$ cat config.mk
export PLATFORM = sky130hd
export DESIGN_NAME = reg_mem_arbiter_flat
export DESIGN_NICKNAME = d
export VERILOG_FILES = /design/src/rtl/reg_mem_arbiter_pkg.sv /design/src/rtl/reg_mem_arbiter_if.sv /design/src/rtl/reg_mem_arbiter_rr_arbiter.sv /design/src/rtl/reg_mem_arbiter.sv /design/src/flat_wrapper.sv
export SDC_FILE = /design/constraint.sdc
export NUM_CORES = 1
export LEC_CHECK = 0
export BUFFER_PORTS_ARGS = -buffer_cell sky130_fd_sc_hd__buf_2
export CORE_MARGIN = 3
export CORE_UTILIZATION = 38
export CTS_CLUSTER_DIAMETER = 100
export CTS_CLUSTER_SIZE = 14
export DETAILED_ROUTE_END_ITERATION = 10
export GPL_TIMING_DRIVEN = 0
export MAX_ROUTING_LAYER = met4
export PLACE_DENSITY = 0.84
export SYNTH_ARGS = -nofsm -noshare
export SYNTH_HDL_FRONTEND = slang
export SYNTH_SLANG_ARGS = --single-unit
export TNS_END_PERCENT = 10
$ cat constraint.sdc
create_clock -name clk_i -period 4.2 [get_ports clk_i]
set_input_delay 0.42 -clock clk_i [delete_from_list [all_inputs] [get_ports clk_i]]
set_output_delay 0.42 -clock clk_i [all_outputs]
set_load 0.03 [all_outputs]
$ cat src/rtl/reg_mem_arbiter_pkg.sv
// Shared types and helpers for the register-memory arbiter and any other
// round-robin arbiter built on rr_arbiter.
package reg_mem_arb_pkg;

  localparam int NREQ_MAX = 16;

  function automatic int calc_aw(input int height);
    return (height > 1) ? $clog2(height) : 1;
  endfunction

  function automatic int calc_idw(input int nreq);
    return (nreq > 1) ? $clog2(nreq) : 1;
  endfunction

  // Ids are sized for the largest supported requester count so one type
  // serves every arbiter instance regardless of its own N.
  localparam int IDW_MAX = calc_idw(NREQ_MAX);

  typedef logic [IDW_MAX-1:0] req_id_t;

  // Returns {found, id}: first valid requester scanning upward from ptr+1 mod n.
  function automatic logic [IDW_MAX:0] rr_pick(input logic [NREQ_MAX-1:0] valid,
                                               input req_id_t ptr,
                                               input int unsigned n);
    logic        found;
    req_id_t     id;
    int unsigned idx;
    found = 1'b0;
    id    = '0;
    for (int unsigned i = 1; i <= NREQ_MAX; i++) begin
      if (i <= n) begin
        idx = 32'(ptr) + i;
        if (idx >= n) idx = idx - n;
        if (!found && valid[idx[IDW_MAX-1:0]]) begin
          found = 1'b1;
          id    = idx[IDW_MAX-1:0];
        end
      end
    end
    return {found, id};
  endfunction

endpackage

$ cat src/rtl/reg_mem_arbiter_if.sv
// Requester, response and memory-side signals of the register-memory arbiter.
// master = requesters plus the memory instance, slave = the arbiter.
interface reg_mem_arbiter_if import reg_mem_arb_pkg::*; #(
  parameter int WIDTH  = 16,
  parameter int HEIGHT = 16,
  parameter int NREQ   = 4
);
  localparam int AW = calc_aw(HEIGHT);

  logic [NREQ-1:0]       req_valid_i;
  logic [NREQ-1:0]       req_ready_o;
  logic [NREQ-1:0]       req_write_i;
  logic [NREQ*AW-1:0]    req_addr_i;
  logic [NREQ*WIDTH-1:0] req_wdata_i;
  logic [NREQ-1:0]       rsp_valid_o;
  logic [WIDTH-1:0]      rsp_rdata_o;
  logic                  mem_enable_o;
  logic                  mem_write_o;
  logic [AW-1:0]         mem_addr_o;
  logic [WIDTH-1:0]      mem_wdata_o;
  logic [WIDTH-1:0]      mem_rdata_i;
  logic                  mem_hold_i;

  modport master (
    output req_valid_i, req_write_i, req_addr_i, req_wdata_i, mem_rdata_i, mem_hold_i,
    input  req_ready_o, rsp_valid_o, rsp_rdata_o,
    input  mem_enable_o, mem_write_o, mem_addr_o, mem_wdata_o
  );

  modport slave (
    input  req_valid_i, req_write_i, req_addr_i, req_wdata_i, mem_rdata_i, mem_hold_i,
    output req_ready_o, rsp_valid_o, rsp_rdata_o,
    output mem_enable_o, mem_write_o, mem_addr_o, mem_wdata_o
  );

endinterface

$ cat src/rtl/reg_mem_arbiter_rr_arbiter.sv
// Combinational round-robin picker: one-hot grant plus winner id, priority
// starting just above the last winner held in ptr_i.
module rr_arbiter import reg_mem_arb_pkg::*; #(
  parameter int N = 4
) (
  input  logic [N-1:0] valid_i,
  input  req_id_t      ptr_i,
  output logic [N-1:0] grant_o,
  output req_id_t      id_o,
  output logic         found_o
);

  logic [NREQ_MAX-1:0] valid_ext;

  always_comb begin
    valid_ext          = '0;
    valid_ext[N-1:0]   = valid_i;
    {found_o, id_o}    = rr_pick(valid_ext, ptr_i, N);
    grant_o            = found_o ? (N'(1) << id_o) : '0;
  end

endmodule

$ cat src/rtl/reg_mem_arbiter.sv
// Shares one single-port 1-cycle-latency register memory between NREQ
// requesters with round-robin grant and a routed 1-cycle-later response.
module reg_mem_arbiter import reg_mem_arb_pkg::*; #(
  parameter int WIDTH  = 16,
  parameter int HEIGHT = 16,
  parameter int NREQ   = 4
) (
  input logic               clk_i,
  input logic               rst_ni,
  reg_mem_arbiter_if.slave  bus
);

  localparam int AW = calc_aw(HEIGHT);

  req_id_t         ptr_q;
  req_id_t         win_id;
  req_id_t         pend_id_q;
  logic [NREQ-1:0] grant;
  logic            found;
  logic            accept;
  logic            pend_valid_q;
  logic            rsp_present;

  rr_arbiter #(.N(NREQ)) u_rr (
    .valid_i (bus.req_valid_i),
    .ptr_i   (ptr_q),
    .grant_o (grant),
    .id_o    (win_id),
    .found_o (found)
  );

  // Reset is folded into the handshake so nothing reaches the memory or the
  // requesters while rst_ni is low, even before the flops have cleared.
  assign accept      = rst_ni & found & ~bus.mem_hold_i;
  assign rsp_present = rst_ni & pend_valid_q & ~bus.mem_hold_i;

  always_comb begin
    bus.req_ready_o  = (rst_ni && !bus.mem_hold_i) ? grant : '0;
    bus.mem_enable_o = accept;
    bus.mem_write_o  = accept & |(grant & bus.req_write_i);
    bus.mem_addr_o   = bus.req_addr_i[0 +: AW];
    bus.mem_wdata_o  = bus.req_wdata_i[0 +: WIDTH];
    for (int k = 0; k < NREQ; k++) begin
      if (accept && grant[k]) begin
        bus.mem_addr_o  = bus.req_addr_i[k*AW +: AW];
        bus.mem_wdata_o = bus.req_wdata_i[k*WIDTH +: WIDTH];
      end
    end
    bus.rsp_valid_o  = rsp_present ? (NREQ'(1) << pend_id_q) : '0;
    bus.rsp_rdata_o  = rsp_present ? bus.mem_rdata_i : '0;
  end

  always_ff @(posedge clk_i or negedge rst_ni) begin
    if (!rst_ni) begin
      ptr_q <= req_id_t'(NREQ - 1);
    end else if (accept) begin
      ptr_q <= win_id;
    end
  end

  // A new accept re-arms the pending slot in the same cycle the old response
  // leaves, which is what sustains one operation per cycle.
  always_ff @(posedge clk_i or negedge rst_ni) begin
    if (!rst_ni) begin
      pend_valid_q <= 1'b0;
      pend_id_q    <= '0;
    end else if (accept) begin
      pend_valid_q <= 1'b1;
      pend_id_q    <= win_id;
    end else if (rsp_present) begin
      pend_valid_q <= 1'b0;
    end
  end

endmodule
$ cat src/flat_wrapper.sv
// flat-port wrapper written by rule: the top's interface ports become plain ports
module reg_mem_arbiter_flat import reg_mem_arb_pkg::*;
#(
  parameter int WIDTH  = 16,
  parameter int HEIGHT = 16,
  parameter int NREQ   = 4
)
  (clk_i, rst_ni, bus_req_valid_i, bus_req_write_i, bus_req_addr_i, bus_req_wdata_i, bus_mem_rdata_i, bus_mem_hold_i, bus_req_ready_o, bus_rsp_valid_o, bus_rsp_rdata_o, bus_mem_enable_o, bus_mem_write_o, bus_mem_addr_o, bus_mem_wdata_o);
  reg_mem_arbiter_if #(.WIDTH(WIDTH), .HEIGHT(HEIGHT), .NREQ(NREQ)) bus_i ();
  input logic clk_i;
  input logic rst_ni;
  input wire logic [$bits(bus_i.req_valid_i)-1:0] bus_req_valid_i;
  input wire logic [$bits(bus_i.req_write_i)-1:0] bus_req_write_i;
  input wire logic [$bits(bus_i.req_addr_i)-1:0] bus_req_addr_i;
  input wire logic [$bits(bus_i.req_wdata_i)-1:0] bus_req_wdata_i;
  input wire logic [$bits(bus_i.mem_rdata_i)-1:0] bus_mem_rdata_i;
  input wire logic [$bits(bus_i.mem_hold_i)-1:0] bus_mem_hold_i;
  output wire logic [$bits(bus_i.req_ready_o)-1:0] bus_req_ready_o;
  output wire logic [$bits(bus_i.rsp_valid_o)-1:0] bus_rsp_valid_o;
  output wire logic [$bits(bus_i.rsp_rdata_o)-1:0] bus_rsp_rdata_o;
  output wire logic [$bits(bus_i.mem_enable_o)-1:0] bus_mem_enable_o;
  output wire logic [$bits(bus_i.mem_write_o)-1:0] bus_mem_write_o;
  output wire logic [$bits(bus_i.mem_addr_o)-1:0] bus_mem_addr_o;
  output wire logic [$bits(bus_i.mem_wdata_o)-1:0] bus_mem_wdata_o;
  assign bus_i.req_valid_i = bus_req_valid_i;
  assign bus_i.req_write_i = bus_req_write_i;
  assign bus_i.req_addr_i = bus_req_addr_i;
  assign bus_i.req_wdata_i = bus_req_wdata_i;
  assign bus_i.mem_rdata_i = bus_mem_rdata_i;
  assign bus_i.mem_hold_i = bus_mem_hold_i;
  assign bus_req_ready_o = bus_i.req_ready_o;
  assign bus_rsp_valid_o = bus_i.rsp_valid_o;
  assign bus_rsp_rdata_o = bus_i.rsp_rdata_o;
  assign bus_mem_enable_o = bus_i.mem_enable_o;
  assign bus_mem_write_o = bus_i.mem_write_o;
  assign bus_mem_addr_o = bus_i.mem_addr_o;
  assign bus_mem_wdata_o = bus_i.mem_wdata_o;
  reg_mem_arbiter #(.WIDTH(WIDTH), .HEIGHT(HEIGHT), .NREQ(NREQ)) u_core (.clk_i(clk_i), .rst_ni(rst_ni), .bus(bus_i));
endmodule
Word level (Yosys, flattened, before mapping)
Index checks and enable logic that the tools add are counted.

Memory bits (writable): 0. Output and inout bits: 46. Flip-flop bits (word level): 9. Bits in latches: 0. Word-level logic and storage cells: 73. Bits in read-only memories: 0. Memories kept: 0.

Mux-type cells: 32. Divide/modulo/power cells: 0. Bitwise logic cells: 7. Add/subtract/negate cells: 8. Eq/ne operators: 0. Magnitude comparators: 8. Reduce and logical (&&, ||, !) cells: 13. Multiply operators: 0. Shift operators: 2.

Operator list (number): $mux 16 (4); $mux 4 (14); $ge 5x3->1 const B (4); $lt 4x5->1 const B (4); $bmux 1 s4 (4); $sub 4x3->4 const B (4); $add 4x2->5 const B (2); $mux 1 (10); $shl 1x4->4 const A (2); $logic_and 1x1->1 (7); $add 4x1->5 const B (1); $add 4x3->5 const B (1); $and 1x1->1 (5); $and 4x4->4 (1); $logic_not 1->1 (4); $reduce_or 4->1 (1); $reduce_bool 2->1 (1); $not 1->1 (1).

Depth between registers and ports, before layout
Depth after elaboration: 21. Depth in mapped cells: 18. Gate-level depth less buffers: 14.

By module
A second synthesis with hierarchy kept.

Cells, all modules: 235. Area, all modules: 1870.5 um^2.

Modules (own cells, without submodules): reg_mem_arbiter (sequential area each 177.7 um^2, area an instance 1167.4 um^2, cells each 150, instances 1); rr_arbiter (sequential area each 0.0 um^2, area an instance 703.2 um^2, cells each 85, instances 1).

Worst setup path after synthesis
No wires, ideal clock.

Path kind: register to output. Start point: register u_core.ptr_q[0]. End point: output bus_mem_wdata_o[10]. Arrival: 3.811 ns. Path buffers: 3. Cell stages (with the launch flop): 15. Slack: -0.031 ns. Cells stage by stage: dfstp_2 > buf_6 > buf_6 > inv_1 > ha_1 > xor2_1 > inv_1 > ha_1 > nor2_1 > a31oi_1 > o32ai_2 > mux2_4 > a211oi_4 > clkbuf_1 > a221o_1.

Longest elaborated chain between the ends: 21. Elaborated cells on any way between the ends: 48.

RTL lines: start: declaration (line reg_mem_arbiter.sv:15) `req_id_t ptr_q;`; start signal: assignment (line reg_mem_arbiter.sv:55) `ptr_q <= req_id_t'(NREQ - 1);`; start signal: assignment (line reg_mem_arbiter.sv:57) `ptr_q <= win_id;`; $add 4x1->5 (line reg_mem_arbiter_pkg.sv:32) `idx = 32'(ptr) + i;`; $sub 4x3->4 or $ge 5x3->1 (tied branches) (line reg_mem_arbiter_pkg.sv:33) `if (idx >= n) idx = idx - n;`; $mux 4 (line reg_mem_arbiter_pkg.sv:33); $bmux 1 s4 (line reg_mem_arbiter_pkg.sv:34) `if (!found && valid[idx[IDW_MAX-1:0]]) begin`; $mux 1 (implied by the code) (line reg_mem_arbiter_pkg.sv:34); $mux 1 (line reg_mem_arbiter_pkg.sv:34); $logic_not 1->1 (line reg_mem_arbiter_pkg.sv:34); $logic_and 1x1->1 (line reg_mem_arbiter_pkg.sv:34); (+4 left out); $logic_not 1->1 (line reg_mem_arbiter_pkg.sv:34); $logic_and 1x1->1 (line reg_mem_arbiter_pkg.sv:34); $mux 1 or $mux 4 (tied branches) (line reg_mem_arbiter_pkg.sv:34); $and 1x1->1 or $shl 1x4->4 (tied branches) (line reg_mem_arbiter.sv:34, reg_mem_arbiter_rr_arbiter.sv:19); $and 1x1->1 or $mux 4 (tied branches) (line reg_mem_arbiter.sv:34, reg_mem_arbiter_rr_arbiter.sv:19); $logic_and 1x1->1 (line reg_mem_arbiter.sv:44) `if (accept && grant[k]) begin`; $mux 16 (2 in series) (line reg_mem_arbiter.sv:44); $mux 16 (*) (line reg_mem_arbiter.sv:44); end: declaration (line flat_wrapper.sv:24) `output wire logic [$bits(bus_i.mem_wdata_o)-1:0] bus_mem_wdata_o;`.

Every way passes the cells marked *; elsewhere a longest branch is shown, timed or not. The select of a mux whose other input is x is not followed.

Final worst setup path
Start point: register u_core.ptr_q[1]. End point: output bus_mem_wdata_o[3].

The elaborated chain is that of the path after synthesis.

==> summary by stage <==
Critical path
The worst register-to-register path has a depth of 12. The endpoint arrival time on the critical path is 3.69 ns. The endpoint identified for the worst register-to-register timing path is u_core.pend_id_q[0]$_DFFE_PN0P_. Of all nets on the critical path, the largest fanout is 10. The master of the slowest instance on the critical path is dfstp_2.

In this run the critical register-to-register path is launched from u_core.pend_id_q[2]$_DFFE_PN0P_. Traced cell by cell, the critical path runs through inv_4 -> ha_1 -> a21oi_2 -> xnor2_2 -> ha_4 -> a21oi_4 -> a31oi_4 -> o32ai_4 -> mux2_4 -> a211oi_4 -> nor2b_1 -> buf_6 -> buf_8 -> a221o_1 -> buf_6. The critical path is of the reg2out type. The nature of the critical path endpoint is an output pin.

The setup slack of the worst register-to-register path is 1.12 ns. The worst setup path startpoint is u_core.ptr_q[1]$_DFFE_PN1P_. The delay of the slowest cell on the worst path is 0.58 ns. The kind of launch point of the worst setup path is a flip-flop.

The cell repeated most along the worst path is buf_6. At the worst endpoint, the required time is 3.78 ns. The endpoint of the worst setup timing path is bus_mem_wdata_o[3].

Min path
The type of the worst min-delay path is in2async.

Route
In the final routed layout, each cell accounts on average for 16.5 µm. Using the TritonRoute via totals, the vias-per-cell ratio works out to 5.49. The total number of vias is 2508. The total wire length after detailed routing is 7550 µm. The residual DRC count is 0. The count of routing violations after the opening detailed-route iteration is 174.

The number of detailed-route iterations in the first pass is 4. Once detail routing completed, the nets flagged for antenna violations numbered 0.

GRT
The total overflow left after global routing is 0. The number of antenna violations at the first check in global routing is 0. The pin count of the biggest net entering global routing is 11.

Across every metal layer, demand over resource in global routing totals 0.261. The first global-routing pass estimated 10700 µm of wire. The via count of the first global-routing pass is 2295.

Clocking
The clock tree from TritonCTS is yes. The number of buffers on the longest clock path is 2. Clock-pin slew was measured on the worst setup and hold paths at 0.04 ns. The insertion delay of the later-clocked pin in the worst-skew pair is 0.24 ns. The clock sink count is 7. The number of H-tree levels is 1. The hold-fix buffer count after cts is 0. The root cell of the clock tree is clkbuf_8. The TritonCTS buffer count is 3.

Floorplan
In this run the horizontal extent of the chip is 72.9 µm. In this run the standard cell core region covers 4140 µm². For this configuration, the core starts out at a cell density of 0.410. The die covers 5310 µm². The row count is 23. The I/O pin count is 153. The die is 72.9 µm tall.

STA
The final max-slew violation count was 0. The tightest hold path in the finished design has a slack of 0.0121 ns. The headroom to the max-slew limit is 0.709.

The largest clock skew in the final design is 0.00149 ns. The final-report hold violation count came to 0. The achievable frequency is 0.243 GHz. The final clock period utilization by the worst path is 0.980.

The worst path in the final design needs a cycle of 4.11 ns, including I/O delays and setup. The final setup violation count is 0. The transition time at the pin with the least slew margin is 0.436 ns. The final worst setup slack is 0.0861 ns.

Yosys
The number of synthesis warnings is 0. The total nets after synthesis is 351. The synthesized netlist occupies a cell area of 1700 µm². The mean instance size in the synthesized netlist is 7.39 µm². In this run, synthesis inferred 0 flip-flops with an integrated enable.

Synthesis produced a netlist whose cell count is 230. The portion of the post-synthesis area used by sequential elements is 0.104. The register bit total from synthesis is 7. Of all flip-flops after synthesis, the portion carrying an async set or reset was 1.00. The number of distinct library cells after synthesis is 47. The most used flip-flop cell after synthesis is dfrtp_1.

Placed design
Routability-driven placement finished with a final weighted congestion of 0.849. Timing analysis after detailed placement gives a worst setup slack of -0.274 ns. The wire-length estimate of the detail-placed layout is 5560 µm. The cell count after placement is 432. The count of buffers from port buffering is 152.

Final layout
The count of non-filler cells in the finished layout is 457. The final cell utilization of the core is 0.713. The library cells used most frequently in the layout, excluding fill and tap cells, are 145 x buf_2, 45 x nand2_1, 23 x buf_4, 21 x a21oi_1. Of the cells placed in the final design, the portion with a size suffix greater than 1 is 0.568. The number of antenna diodes in the final layout is 0.

The library cell used most frequently in the layout, excluding fill and tap cells, is buf_2. The final net count is 529. Relative to the synthesized area, the layout overhead comes to 73.8%.

Status
The flow ran to the end, and the final reports show no timing, DRC or antenna violations.

Power
Of the total power, the share spent switching nets is 0.548. The combinational share of power is 0.907. Summed over all cells, the static leakage comes to 1.61 nW. Across the VDD grid, the largest voltage drop is 0.000559 V.

The power dissipated by switching net loads is 1.38 mW. The completed layout was analyzed and its total power is 2.52 mW. Of the total power, the clock network draws 0.040. The internal power is 1.14 mW. The total power per unit cell area is 852 nW/µm². The sequential cell fraction of total power is 0.052.

Job
The max-cap check violation count is 0.
==> what timing repair did <==
item	in CTS	in global routing
buffers inserted	9	13
resized for setup	12	45
endpoints found under the setup margin	23	22
pin swaps	7	11
==> cell families (layout without fill, tap and decap cells) <==
logic type                 Yosys count  in the layout  synth area share
muxes                               10             10            0.0795
AOI/OAI and AO/OA                   65             65             0.311
adders and majority gates           14             14             0.103
buffers and inverters               28            205            0.0802
DFF                                  7              7             0.104
and+or+nand+nor                    101            101             0.291
xor gates and xnor gates             5              5            0.0302
==> critical path, delay by kind of cell, from the launching register on <==
family	cells	cell delay (ns)
flip-flops	1	0.58
multiplexers	1	0.35
adder cells (fa/ha/maj)	2	0.39
AO/OA/AOI/OAI	6	1.40
XOR/XNOR	1	0.13
AND/OR/NAND/NOR	1	0.10
buffers and inverters	4	0.49
==> how the worst min path moves through the flow <==
stage / endpoint / slack [ns] / from / cells past startpoint
5_1_grt: u_core.pend_id_q[3]$_DFFE_PN0P_ / 0.02 / rst_ni / 1
6_report: u_core.pend_id_q[0]$_DFFE_PN0P_ / 0.01 / rst_ni / 1
4_1_cts: u_core.pend_id_q[0]$_DFFE_PN0P_ / 0.02 / rst_ni / 1
2_1_floorplan: u_core.pend_id_q[0]$_DFFE_PN0P_ / 0.12 / rst_ni / 0
3_5_place_dp: u_core.pend_id_q[0]$_DFFE_PN0P_ / 0.26 / rst_ni / 1
3_3_place_gp: u_core.pend_id_q[0]$_DFFE_PN0P_ / 0.26 / rst_ni / 1
==> synth_stat cells, types with 2 or more instances <==
| cell | instances | area share |
|---|---|---|
| nand2_1 | 45 | 0.099 |
| a21oi_1 | 24 | 0.071 |
| a221o_1 | 17 | 0.10 |
| and3_1 | 17 | 0.063 |
| ha_1 | 14 | 0.10 |
| inv_1 | 12 | 0.026 |
| nor2_1 | 12 | 0.026 |
| clkbuf_1 | 10 | 0.022 |
| nand3_1 | 6 | 0.018 |
| nor2b_1 | 6 | 0.022 |
| dfrtp_1 | 5 | 0.074 |
| o21ai_0 | 5 | 0.015 |
| buf_6 | 4 | 0.026 |
| mux2_2 | 4 | 0.026 |
| o211ai_1 | 4 | 0.018 |
| mux2i_1 | 3 | 0.018 |
| nand2b_1 | 3 | 0.011 |
| o221a_2 | 3 | 0.020 |
| dfstp_2 | 2 | 0.031 |
| mux4_2 | 2 | 0.026 |
| nand3b_1 | 2 | 0.0088 |
| o32ai_2 | 2 | 0.019 |
| or3_1 | 2 | 0.0074 |
| xnor2_1 | 2 | 0.010 |
| xor2_1 | 2 | 0.010 |
==> cell type report <==
cell class | instances | area (µm²)
fillers | 343 | 1190
plain buffers | 14 | 93.8
repair buffers | 174 | 975
well taps | 50 | 62.6
clock buffers | 3 | 41.3
inverters | 13 | 57.6
clock inverters | 1 | 5.00
flip-flops and latches | 7 | 178
multi-input cells | 195 | 1540
==> flip-flops by register name (all words and copies together) (netlist names) <==
register and count:
u_core.pend_id_q 4, u_core.ptr_q 2, u_core.pend_valid_q 1
==> power by group through the flow <==
stage               combinational [mW]  clock [mW]  sequential, mW
floorplan                         1.38           0           0.124
CTS                               1.97      0.0997           0.125
finish                            2.29       0.102           0.132
global route                      2.45       0.105           0.135
global placement                  1.75           0           0.134
detailed placement                1.79           0           0.137
==> routing by layer <==
layer,track usage,routed length (µm),vias to the layer above
met1,0.315,2750,1176
met3,0.0289,524,17
met4,0.0430,142,0
li1,-,-,1192
met5,-,0,-
met2,0.470,4130,123
==> through the flow <==
stage	setup TNS (ns)	cell area, µm²
floorplan	0	1700
global placement	-2.25	2520
detailed placement	-4.54	2520
CTS	0	2690
global route	-0.640	2960
finish	0	2960
No activity file was read; power rests on OpenSTA's default activity.
